[src/rtl/segway_sequencer.sv]
// rtl/segway_sequencer.sv - rider-detect, steer-enable sequencer and soft-start ramp
//
// Purpose: qualifies the registered left/right load-cell weights, walks an
// IDLE -> WAIT -> STEER_EN sequence with a settle timer and hysteresis, and
// produces an 8-bit saturating soft-start scale for the torque path.
//
// Ports:
//   clk        system clock
//   rst_n      asynchronous active-low reset
//   pwr_up     drive authorised; low forces idle state and zero soft-start
//   ld_vld     one-cycle strobe, lft_ld/rght_ld valid
//   lft_ld     left load cell, 12-bit unsigned
//   rght_ld    right load cell, 12-bit unsigned
//   ss_tmr     soft-start scale 0..0xFF, saturating
//   en_steer   steering enabled (state STEER_EN)
//   rider_off  no rider detected (state IDLE)
`timescale 1ns/1ps

module segway_sequencer #(
    parameter logic [11:0] MIN_RIDER_WT  = 12'h200,
    parameter logic [11:0] WT_HYSTERESIS = 12'h040,
    parameter logic        FAST_SIM      = 1'b0
) (
    input  logic        clk,
    input  logic        rst_n,
    input  logic        pwr_up,
    input  logic        ld_vld,
    input  logic [11:0] lft_ld,
    input  logic [11:0] rght_ld,
    output logic [7:0]  ss_tmr,
    output logic        en_steer,
    output logic        rider_off
);

    // Thresholds in 13 bits; the low threshold clamps at zero instead of wrapping.
    localparam logic [12:0] THR_HI = {1'b0, MIN_RIDER_WT} + {1'b0, WT_HYSTERESIS};
    localparam logic [12:0] THR_LO = (MIN_RIDER_WT >= WT_HYSTERESIS) ?
                                     ({1'b0, MIN_RIDER_WT} - {1'b0, WT_HYSTERESIS}) : 13'd0;

    typedef enum logic [1:0] {
        IDLE     = 2'd0,
        WAIT     = 2'd1,
        STEER_EN = 2'd2
    } state_t;

    state_t       r_state;
    state_t       w_state_nxt;
    logic [25:0]  r_tmr;
    logic [25:0]  w_tmr_nxt;
    logic [11:0]  r_lft_q;
    logic [11:0]  r_rght_q;
    logic [8:0]   r_pre;
    logic [7:0]   r_ss_tmr;

    logic [12:0]  w_sum;
    logic [11:0]  w_diff;
    logic [12:0]  w_sum_15_16;
    logic         w_sum_gt_min;
    logic         w_sum_lt_min;
    logic         w_diff_lt_qtr;
    logic         w_diff_gt_15_16;
    logic         w_tmr_full;

    // Load capture
    always_ff @(posedge clk or negedge rst_n) begin
        if (!rst_n) begin
            r_lft_q  <= 12'd0;
            r_rght_q <= 12'd0;
        end else if (ld_vld) begin
            r_lft_q  <= lft_ld;
            r_rght_q <= rght_ld;
        end
    end

    assign w_sum           = {1'b0, r_lft_q} + {1'b0, r_rght_q};
    assign w_diff          = (r_lft_q >= r_rght_q) ? (r_lft_q - r_rght_q) : (r_rght_q - r_lft_q);
    // sum >= sum>>4 always, so this cannot underflow.
    assign w_sum_15_16     = w_sum - (w_sum >> 4);
    assign w_sum_gt_min    = (w_sum > THR_HI);
    assign w_sum_lt_min    = (w_sum < THR_LO);
    assign w_diff_lt_qtr   = ({1'b0, w_diff} < (w_sum >> 2));
    assign w_diff_gt_15_16 = ({1'b0, w_diff} > w_sum_15_16);
    assign w_tmr_full      = FAST_SIM ? (&r_tmr[14:0]) : (&r_tmr);

    // FSM state and settle timer registers
    always_ff @(posedge clk or negedge rst_n) begin
        if (!rst_n) begin
            r_state <= IDLE;
            r_tmr   <= 26'd0;
        end else begin
            r_state <= w_state_nxt;
            r_tmr   <= w_tmr_nxt;
        end
    end

    // Next-state logic; sum inside the hysteresis band never changes state.
    always_comb begin
        w_state_nxt = r_state;
        w_tmr_nxt   = r_tmr;
        case (r_state)
            IDLE: begin
                if (w_sum_gt_min) begin
                    w_state_nxt = WAIT;
                    w_tmr_nxt   = 26'd0;
                end
            end
            WAIT: begin
                if (w_sum_lt_min) begin
                    w_state_nxt = IDLE;
                    w_tmr_nxt   = 26'd0;
                end else if (!w_diff_lt_qtr) begin
                    // Imbalance restarts the whole settle period.
                    w_tmr_nxt   = 26'd0;
                end else if (w_tmr_full) begin
                    w_state_nxt = STEER_EN;
                end else begin
                    w_tmr_nxt   = r_tmr + 26'd1;
                end
            end
            STEER_EN: begin
                // Step-off to IDLE takes priority over the imbalance fallback.
                if (w_sum_lt_min) begin
                    w_state_nxt = IDLE;
                    w_tmr_nxt   = 26'd0;
                end else if (w_diff_gt_15_16) begin
                    w_state_nxt = WAIT;
                    w_tmr_nxt   = 26'd0;
                end
            end
            default: begin
                w_state_nxt = IDLE;
                w_tmr_nxt   = 26'd0;
            end
        endcase
        if (!pwr_up) begin
            w_state_nxt = IDLE;
            w_tmr_nxt   = 26'd0;
        end
    end

    // Soft-start: ss_tmr steps when the prescaler wraps (or every clock in fast sim).
    always_ff @(posedge clk or negedge rst_n) begin
        if (!rst_n) begin
            r_pre    <= 9'd0;
            r_ss_tmr <= 8'd0;
        end else if (!pwr_up) begin
            r_pre    <= 9'd0;
            r_ss_tmr <= 8'd0;
        end else begin
            r_pre <= r_pre + 9'd1;
            if ((FAST_SIM || (r_pre == 9'h1FF)) && (r_ss_tmr != 8'hFF)) begin
                r_ss_tmr <= r_ss_tmr + 8'd1;
            end
        end
    end

    // Decoded straight from registers so an async reset shows up without a clock.
    assign ss_tmr    = r_ss_tmr;
    assign en_steer  = (r_state == STEER_EN);
    assign rider_off = (r_state == IDLE);

endmodule

[config.mk]
export PLATFORM = sky130hd
export DESIGN_NAME = segway_sequencer
export DESIGN_NICKNAME = d
export VERILOG_FILES = /design/src/rtl/segway_sequencer.sv
export SDC_FILE = /design/constraint.sdc
export NUM_CORES = 1
export LEC_CHECK = 0
export BUFFER_PORTS_ARGS = -buffer_cell sky130_fd_sc_hd__buf_2
export CORE_MARGIN = 2
export CORE_UTILIZATION = 25
export CTS_CLUSTER_SIZE = 8
export DETAILED_ROUTE_END_ITERATION = 6
export PLACE_DENSITY = 0.51
export SLEW_MARGIN = 15
export SYNTH_ARGS = -nofsm -noshare
export SYNTH_HDL_FRONTEND = slang
export SYNTH_SLANG_ARGS = --single-unit
export TNS_END_PERCENT = 1
[constraint.sdc]
create_clock -name clk -period 15.6 [get_ports clk]
set_input_delay 3.12 -clock clk [delete_from_list [all_inputs] [get_ports clk]]
set_output_delay 3.12 -clock clk [all_outputs]
set_load 0.005 [all_outputs]
### Word-level counts from Yosys, hierarchy flattened

Index checks and enable logic that the tools add are counted.

| storage, ports and cells | value |
|---|---|
| bits of input ports | 28 |
| register bits | 69 |

| cells by class | value |
|---|---|
| magnitude comparators | 5 |
| add/subtract/negate cells | 7 |
| reduce and logical (&&, ||, !) cells | 5 |
| mux-type cells | 20 |
| equality and inequality tests | 10 |

Operators by type and width:

| cell | number |
|---|---|
| two-way mux 26 bit | 7 |
| case mux 26 bit (3 select lines) | 1 |
| adder 26 x 1 -> 26 bit, second input constant | 1 |
| AND reduction 26 bit | 1 |
| subtractor 12 bit | 2 |
| two-way mux 8 bit | 2 |
| two-way mux 2 bit | 7 |
| adder 12 x 12 -> 13 bit | 1 |
| > comparator 12 x 13 -> 1 bit | 1 |
| > comparator 13 x 10 -> 1 bit, second input constant | 1 |
| < comparator 13 x 9 -> 1 bit, second input constant | 1 |
| subtractor 13 x 9 -> 13 bit | 1 |
| >= comparator 12 bit | 1 |
| < comparator 12 x 11 -> 1 bit | 1 |
| two-way mux 12 bit | 1 |
| adder 9 x 1 -> 9 bit, second input constant | 1 |
| == test 9 bit, second input constant | 1 |
| two-way mux 9 bit | 1 |
| adder 8 x 1 -> 8 bit, second input constant | 1 |
| != test 4 bit, second input constant | 2 |
| != test 8 bit, second input constant | 1 |
| case mux 2 bit (3 select lines) | 1 |
| != test 5 bit, second input constant | 1 |
| != test 4 x 2 -> 1 bit, second input constant | 1 |
| 8 further kinds | 8 |

### Longest topological paths before layout

Gate-level depths: netlist of run 1.

| depth | value |
|---|---|
| depth in word-level cells | 7 |
| gate-level depth with buffers | 27 |

### Least setup slack after synthesis of run 1

No wires, ideal clock.

| timing path | value |
|---|---|
| kind | flip-flop to flip-flop |
| from | register r_lft_q[1] |
| to | register r_tmr[5] |
| arrival time | 5.555 ns |
| setup slack | 9.963 ns |
| period minus slack after synthesis | 5.637 ns |
| required time | 15.518 ns |
| cell stages (with the launch flop) | 26 |
| cell sequence | dfrtp_1 inv_1 ha_1 nand2b_1 a2111oi_4 nor3_1 xnor2_1 inv_1 fa_1 nand2b_1 a211oi_1 a211oi_2 o31ai_4 a21boi_0 xor2_1 ha_1 a21o_1 a21o_1 a2111oi_0 a21oi_1 nand2_1 nor4_4 nor4_4 nor2_1 buf_4 a31oi_1 |

| on the way | value |
|---|---|
| word-level cells in the longest chain between the ends | 7 |

RTL lines:

| item | RTL line | RTL |
|---|---|---|
| start: declaration | 50 | `logic [11:0] r_lft_q;` |
| start signal: assignment | 70 | `r_lft_q <= lft_ld;` |
| parallel branches: the longest is 7 deep, another holds adder 12 x 12 -> 13 bit | n/a |  |
| end signal: assignment | 92 | `r_tmr <= w_tmr_nxt;` |
| end: declaration | 48 | `logic [25:0] r_tmr;` |

Parallel ways; which one is timed is not known.
A chain may end at the register's enable or synchronous reset.

### Final worst setup path of run 1

| timing path | value |
|---|---|
| from | register r_lft_q[7] |
| to | register r_tmr[9] |

Same word-level chain as after synthesis.

==> metrics.txt, run 1 <==
status completed; critical path's slowest cell a221oi_1; power per cell area 130 nW/um2; CTS Sinks 69; DRC violations left 0; wire per inst 14.3 um; layout filler cell count 2,676; sequential-to-total area share from yosys stat 27.5%; Cell Chain, Critical Path inv_1 -> ha_1 -> nor2_1 -> a2111oi_0 -> a21oi_1 -> a221oi_1 -> ha_1 -> inv_1 -> nor2_1 -> nor3_1 -> a21boi_0 -> xor2_1 -> ha_1 -> a21o_1 -> a21o_1 -> a2111oi_0 -> a21oi_1 -> nand2_1 -> o21ai_0 -> nor4_4 -> nor2_1 -> a31oi_1; final WL 16,100 um; clock slew at the register clock pins of the worst setup and hold paths 60 ps; Startpoint Class register; drt first-iter violations 362; Max FO, Critical Path 15; Post-CTS Hold Fix Bufs 0; worst reg2reg setup slack 8820 ps; CTS tree built; Max Fclk 147 MHz; Synth area leader dfrtp_1; Seq cells post-synth 69; DP HPWL 11,900 um; die width 163 um; largest net degree at the start of global routing 70; skew final 11.1 ps; kind of critical path reg2reg; H-tree depth 3; Mapped Area 6280 um2; minimum clock period 6780 ps; Req. time, crit path 15,790 ps; VDD IR max 0.0450 mV; Post-Syn Instances 771; GP Congestion 0.879; # resized after CTS 0; Tcrit/Tclk final 43.5%; row cnt 58; final-stage net count 892; Die H 163 um; synth top area cells dfrtp_1 27%, ha_1 13%, o21ai_0 4.6%; Critical Path AT 6970 ps; relative slew slack 35.6%; Post-Layout Cell Count 1,128; Initial Util 25.2%; Most used DFF post-synth dfrtp_1; Worst-Skew Late Latency 350 ps; busiest grt layer met2; core box area 24,900 um2; highest cell delay on the worst timing path 820 ps; fraction of layout cells with a size suffix above 1 9.77%; setup TNS 0 ps; synth unique cells 71; ANT cells 0; Syn Nets 870; M2 GR Usage 20.4%; boundary pin count 38; Post-Place Cells 1,112; leak pwr 3.08 nW; crit path capture type register; Die ar. 26,400 um2; Inserted Clock Buffers 9; antenna violations before repair 0; Post-synth EDFFs 0; Synth top area share 27.5%; syn_area_per_cell 8.15 um2; Slew @ Worst Pin 962 ps; # Post-CTS Setup Buffers 0; Max Cap Violations 0; total global routing overflow 0; first-pass GRT wire length 27,000 um; type of the most critical hold path reg2reg; RSZ-0062 raised after global routing no; GR Util met3 2.16%; clock root buffer master clkbuf_16; post-route ant nets 0; synth-to-layout area growth 13.1%; final hold violation count 0; post-DR vias/cell 4.88; First-pass DRT Iterations 5; asr flop ratio synth 100%; CTS max path bufs 2; # setup viols final 0; met1 GRT Util 17.4%; total number of vias 5,507; Tot GR Track Use 12.7%; Pins Over Slew Limit 0; Buffers on Ports 37; vias in the first global route 5,372; Yosys warnings 0
## path summary, 6_finish.rpt
check                           start            to  cells past startpoint
max in group asynchronous       rst_n  r_rght_q[11]                      1
setup / recovery           r_lft_q[7]      r_tmr[9]                     22
min in group asynchronous       rst_n     ss_tmr[7]                      1
hold reg to reg              r_pre[0]      r_pre[0]                      1
hold / removal               r_pre[0]      r_pre[0]                      1
setup reg to reg           r_lft_q[7]      r_tmr[9]                     22
## power breakdown
part           switching, mW  total (mW)  internal [mW]
Combinational          0.299       0.488          0.190
Clock                 0.0953       0.241          0.146
Sequential           0.00682       0.193          0.187
## per-layer routing
| metal | vias to the layer above | routed length, um |
|---|---|---|
| li1 | 2832 | - |
| met1 | 2590 | 8250 |
| met2 | 76 | 7250 |
| met3 | 9 | 408 |
| met4 | 0 | 197 |
| met5 | - | 0 |
## cell usage after synthesis (12+ instances only)
cell type and n:
nand2_1 75, dfrtp_1 69, ha_1 67, inv_1 64, nor2_1 62, o21ai_0 58
a21oi_1 45, nand3_1 31, xnor2_1 18, nor3_1 17, a31oi_1 16, a21o_1 14
o211ai_1 14, xor2_1 13, a211oi_1 12, and3_1 12, buf_2 12, clkbuf_1 12
## logic make-up after synthesis
| logic type | count (synthesis) | synth area share, % |
|---|---|---|
| DFF | 69 | 27.5 |
| AOI/OAI and AO/OA | 232 | 25.0 |
| xor gates and xnor gates | 31 | 4.32 |
| muxes | 4 | 0.657 |
| adders and majority gates | 72 | 14.8 |
| buffers and inverters | 91 | 5.80 |
| and+or+nand+nor | 272 | 21.9 |
## cell usage in the layout, fill, tap and decap left out, drive strengths merged, types with 9 or more instances in the layout
cell type,Yosys,routed
a211oi,14,14
nand2,75,75
o21ai,69,69
and3,12,12
nand3,31,31
inv,64,65
nor3,18,18
dfrtp,69,69
o211ai,15,15
xnor2,18,18
a21o,14,14
a31oi,21,21
nand4,11,11
nor2,62,62
xor2,13,13
ha,67,67
a21oi,46,46
and2,9,9
clkbuf,12,10
buf,15,38
## critical path: cells and delay by family (launching register included)
family | cells | cell delay, ps
simple gates | 6 | 1450
flops | 1 | 380
compound gates | 10 | 3050
buf+inv | 2 | 270
xor+xnor | 1 | 100
fa+ha+maj | 3 | 1380
## metrics by stage
step	setup slack, ps	total power [mW]	utilization [%]	hold WS (ps)	area, um2
floorplan	9960	0.564	-	425	6280
global placement	8900	0.681	27.2	446	6770
detailed placement	8900	0.681	27.2	444	6770
CTS	8870	0.929	28.6	452	7110
global route	8100	1.00	28.6	499	7110
finish	8820	0.923	28.6	453	7110
## layout make-up
cell class                 count  area [um2]  share of cell area (%)
multi-input combinational    611        4200                    59.1
tap                          330         413                    5.81
inverter                      64         240                    3.38
sequential                    69        1730                    24.3
clock buffer                  10         239                    3.36
clock inverter                 6        93.8                    1.32
timing repair buffer          38         195                    2.75
## flip-flops by register name (all words and copies together), names as in the netlist
| name | flops |
|---|---|
| r_lft_q | 12 |
| r_rght_q | 12 |
| r_tmr | 26 |
| r_pre | 9 |
| r_state | 2 |
| ss_tmr | 8 |
(Power assumes the default switching activity.)
==> run 2: changes to the inputs <==
==> constraint.sdc (replaced) <==
create_clock -name clk -period 6.7 [get_ports clk]
set_input_delay 1.34 -clock clk [delete_from_list [all_inputs] [get_ports clk]]
set_output_delay 1.34 -clock clk [all_outputs]
set_load 0.005 [all_outputs]
==> metrics.txt, run 2 (synthesized netlist as in run 1, its figures left out) <==
H-tree depth 3 (unchanged); multi-input logic area 4230 um2 (+0.63%); RSZ-0062 raised after global routing yes; DRC violations left 0 (unchanged); antenna violations before repair 0 (unchanged); clock slew at the register clock pins of the worst setup and hold paths 70 ps (about the same); Die H 163 um (unchanged); skew final 16.0 ps (+4.97 ps); worst setup path startpoint r_lft_q[1]; fraction of layout cells with a size suffix above 1 10.6% (+0.85 points); final hold violation count 0 (unchanged); Hold Slack 450 ps (-2.10 ps); minimum clock period 6220 ps (-558 ps); ANT cells 0 (unchanged); VDD IR max 0.0999 mV (+120%); CTS max path bufs 2 (unchanged); HP Start r_pre[0]; wire per inst 14.2 um (-0.47%); largest net degree at the start of global routing 70 (unchanged); Slew @ Worst Pin 927 ps (-35.2 ps); Post-CTS Hold Fix Bufs 0 (unchanged); Tcrit/Tclk final 92.9% (+49 points); # Post-CTS Setup Buffers 0 (unchanged); final instance area 7110 um2 (about the same); type of the most critical hold path reg2reg; Req. time, crit path 6900 ps (-8890 ps); kind of critical path reg2reg; most frequent cells in the layout 75 x nand2_1, 69 x dfrtp_1, 66 x ha_1; Startpoint Class register; core box area 24,900 um2 (unchanged); Inserted Clock Buffers 9 (unchanged); Final Power 2.10 mW (+130%); Pins Over Slew Limit 0 (unchanged); Max Cap Violations 0 (unchanged); GP Congestion 0.833 (-5.2%); highest cell delay on the worst timing path 520 ps (-300 ps); Worst-Skew Late Latency 360 ps (about the same); crit path capture type register; relative slew slack 38.2% (+2.6 points); Crit Reg-Reg Startpoint r_lft_q[1]; layout filler cell count 2,711 (+1.3%); boundary pin count 38 (unchanged); # resized after CTS 0 (unchanged); final-stage net count 895 (+0.34%); Max Fclk 161 MHz (+9.0%); vias in the first global route 5,425 (+0.99%); total global routing overflow 0 (unchanged); commonest non-fill, non-tap cell in the layout nand2_1; Die ar. 26,400 um2 (unchanged); DP HPWL 12,000 um (+1.5%); First-pass DRT Iterations 5 (unchanged); first-pass GRT wire length 27,000 um (+0.10%); row cnt 58 (unchanged); leak pwr 3.08 nW (about the same); Top Registers r_tmr: 26 flops, r_lft_q: 12 flops, r_rght_q: 12 flops; CTS Sinks 69 (unchanged); Tot GR Track Use 12.7% (about the same); register area 1730 um2 (unchanged); Critical Path AT 6420 ps (-550 ps); post-route ant nets 0 (unchanged); post-DR vias/cell 4.93 (+1.0%); Cell Chain, Critical Path inv_1 -> ha_1 -> nand2b_1 -> a2111oi_4 -> nor3_1 -> xnor2_2 -> inv_1 -> fa_1 -> nand2b_1 -> a211oi_1 -> a211oi_2 -> o31ai_4 -> a21boi_0 -> xor2_1 -> ha_1 -> a21o_1 -> a21o_1 -> a2111oi_0 -> a21oi_1 -> nand2_1 -> nor4_4 -> nor4_4 -> nor3_4 -> mux2i_1; total number of vias 5,573 (+1.2%); Max FO, Critical Path 13 (-2); clock root buffer master clkbuf_16; Initial Util 25.2% (unchanged); Buffers on Ports 37 (unchanged); die width 163 um (unchanged); critical path's slowest cell nor4_4; synth-to-layout area growth 13.2% (about the same); # setup viols final 0 (unchanged); register name with the most flops r_tmr; power per cell area 295 nW/um2 (+130%); drt first-iter violations 353 (-2.5%); CTS tree built; max FFs per register 26 (unchanged); cell area after placement 6800 um2 (+0.33%); final WL 16,100 um (-0.30%); status completed
[run 2: changes by cell type in the layout (fill, tap and decap cells not counted), sizes merged]
cell      before  now
clkbuf        10    9
clkinvlp       1    2
bufinv         2    1
buf           38   41
[run 2: final timing paths]
kind | endpoint | slack (ps) | cells after the start
worst min register to register | r_pre[0] | 450 | 1
worst max-delay path | r_tmr[1] | 480 | 24
min in group asynchronous | ss_tmr[7] | 1130 | 1
worst max register to register | r_tmr[1] | 480 | 24
worst min-delay path | r_pre[0] | 450 | 1
max in group asynchronous | r_rght_q[9] | 4970 | 1
[run 2: worst max-delay path: cells and delay by family (launching register included)]
family	cells	cell delay [ps]
mux	1	160
xor+xnor	2	470
simple gates	7	1490
flops	1	420
compound gates	9	2130
buf+inv	2	280
fa+ha+maj	3	1110
[run 2: metal layers]
layer  global-route usage [%]  share of wire, %
met4                     3.78               1.5
met5                        0                 0
met1                     17.5                50
met3                     2.06               3.6
met2                     20.4                45
[run 2: final cells by class]
class                      count  share of cell area, %
clock buffer                   9                   3.17
clock inverter                 6                  0.897
inverter                      64                   3.38
multi-input combinational    611                   59.4
sequential                    69                   24.3
tap                          330                   5.81
timing repair buffer          41                   3.06
[run 2: where the power goes]
group / switching [mW] / internal (mW) / leakage, nW
Sequential: 0.0163 / 0.435 / 0.915
Combinational: 0.699 / 0.448 / 2.03
Clock: 0.212 / 0.287 / 0.138
[run 2: stage by stage]
stage                     utilization [%]  setup TNS [ps]  worst slack, ps  std cells
final                                28.6               0              478       1130
after global routing                 28.6            -126            -43.3       1130
after CTS                            28.5               0              148       1130
after detailed placement             27.3               0              137       1115
after global placement               27.3               0              263       1115
after floorplan                         -               0             1060        771
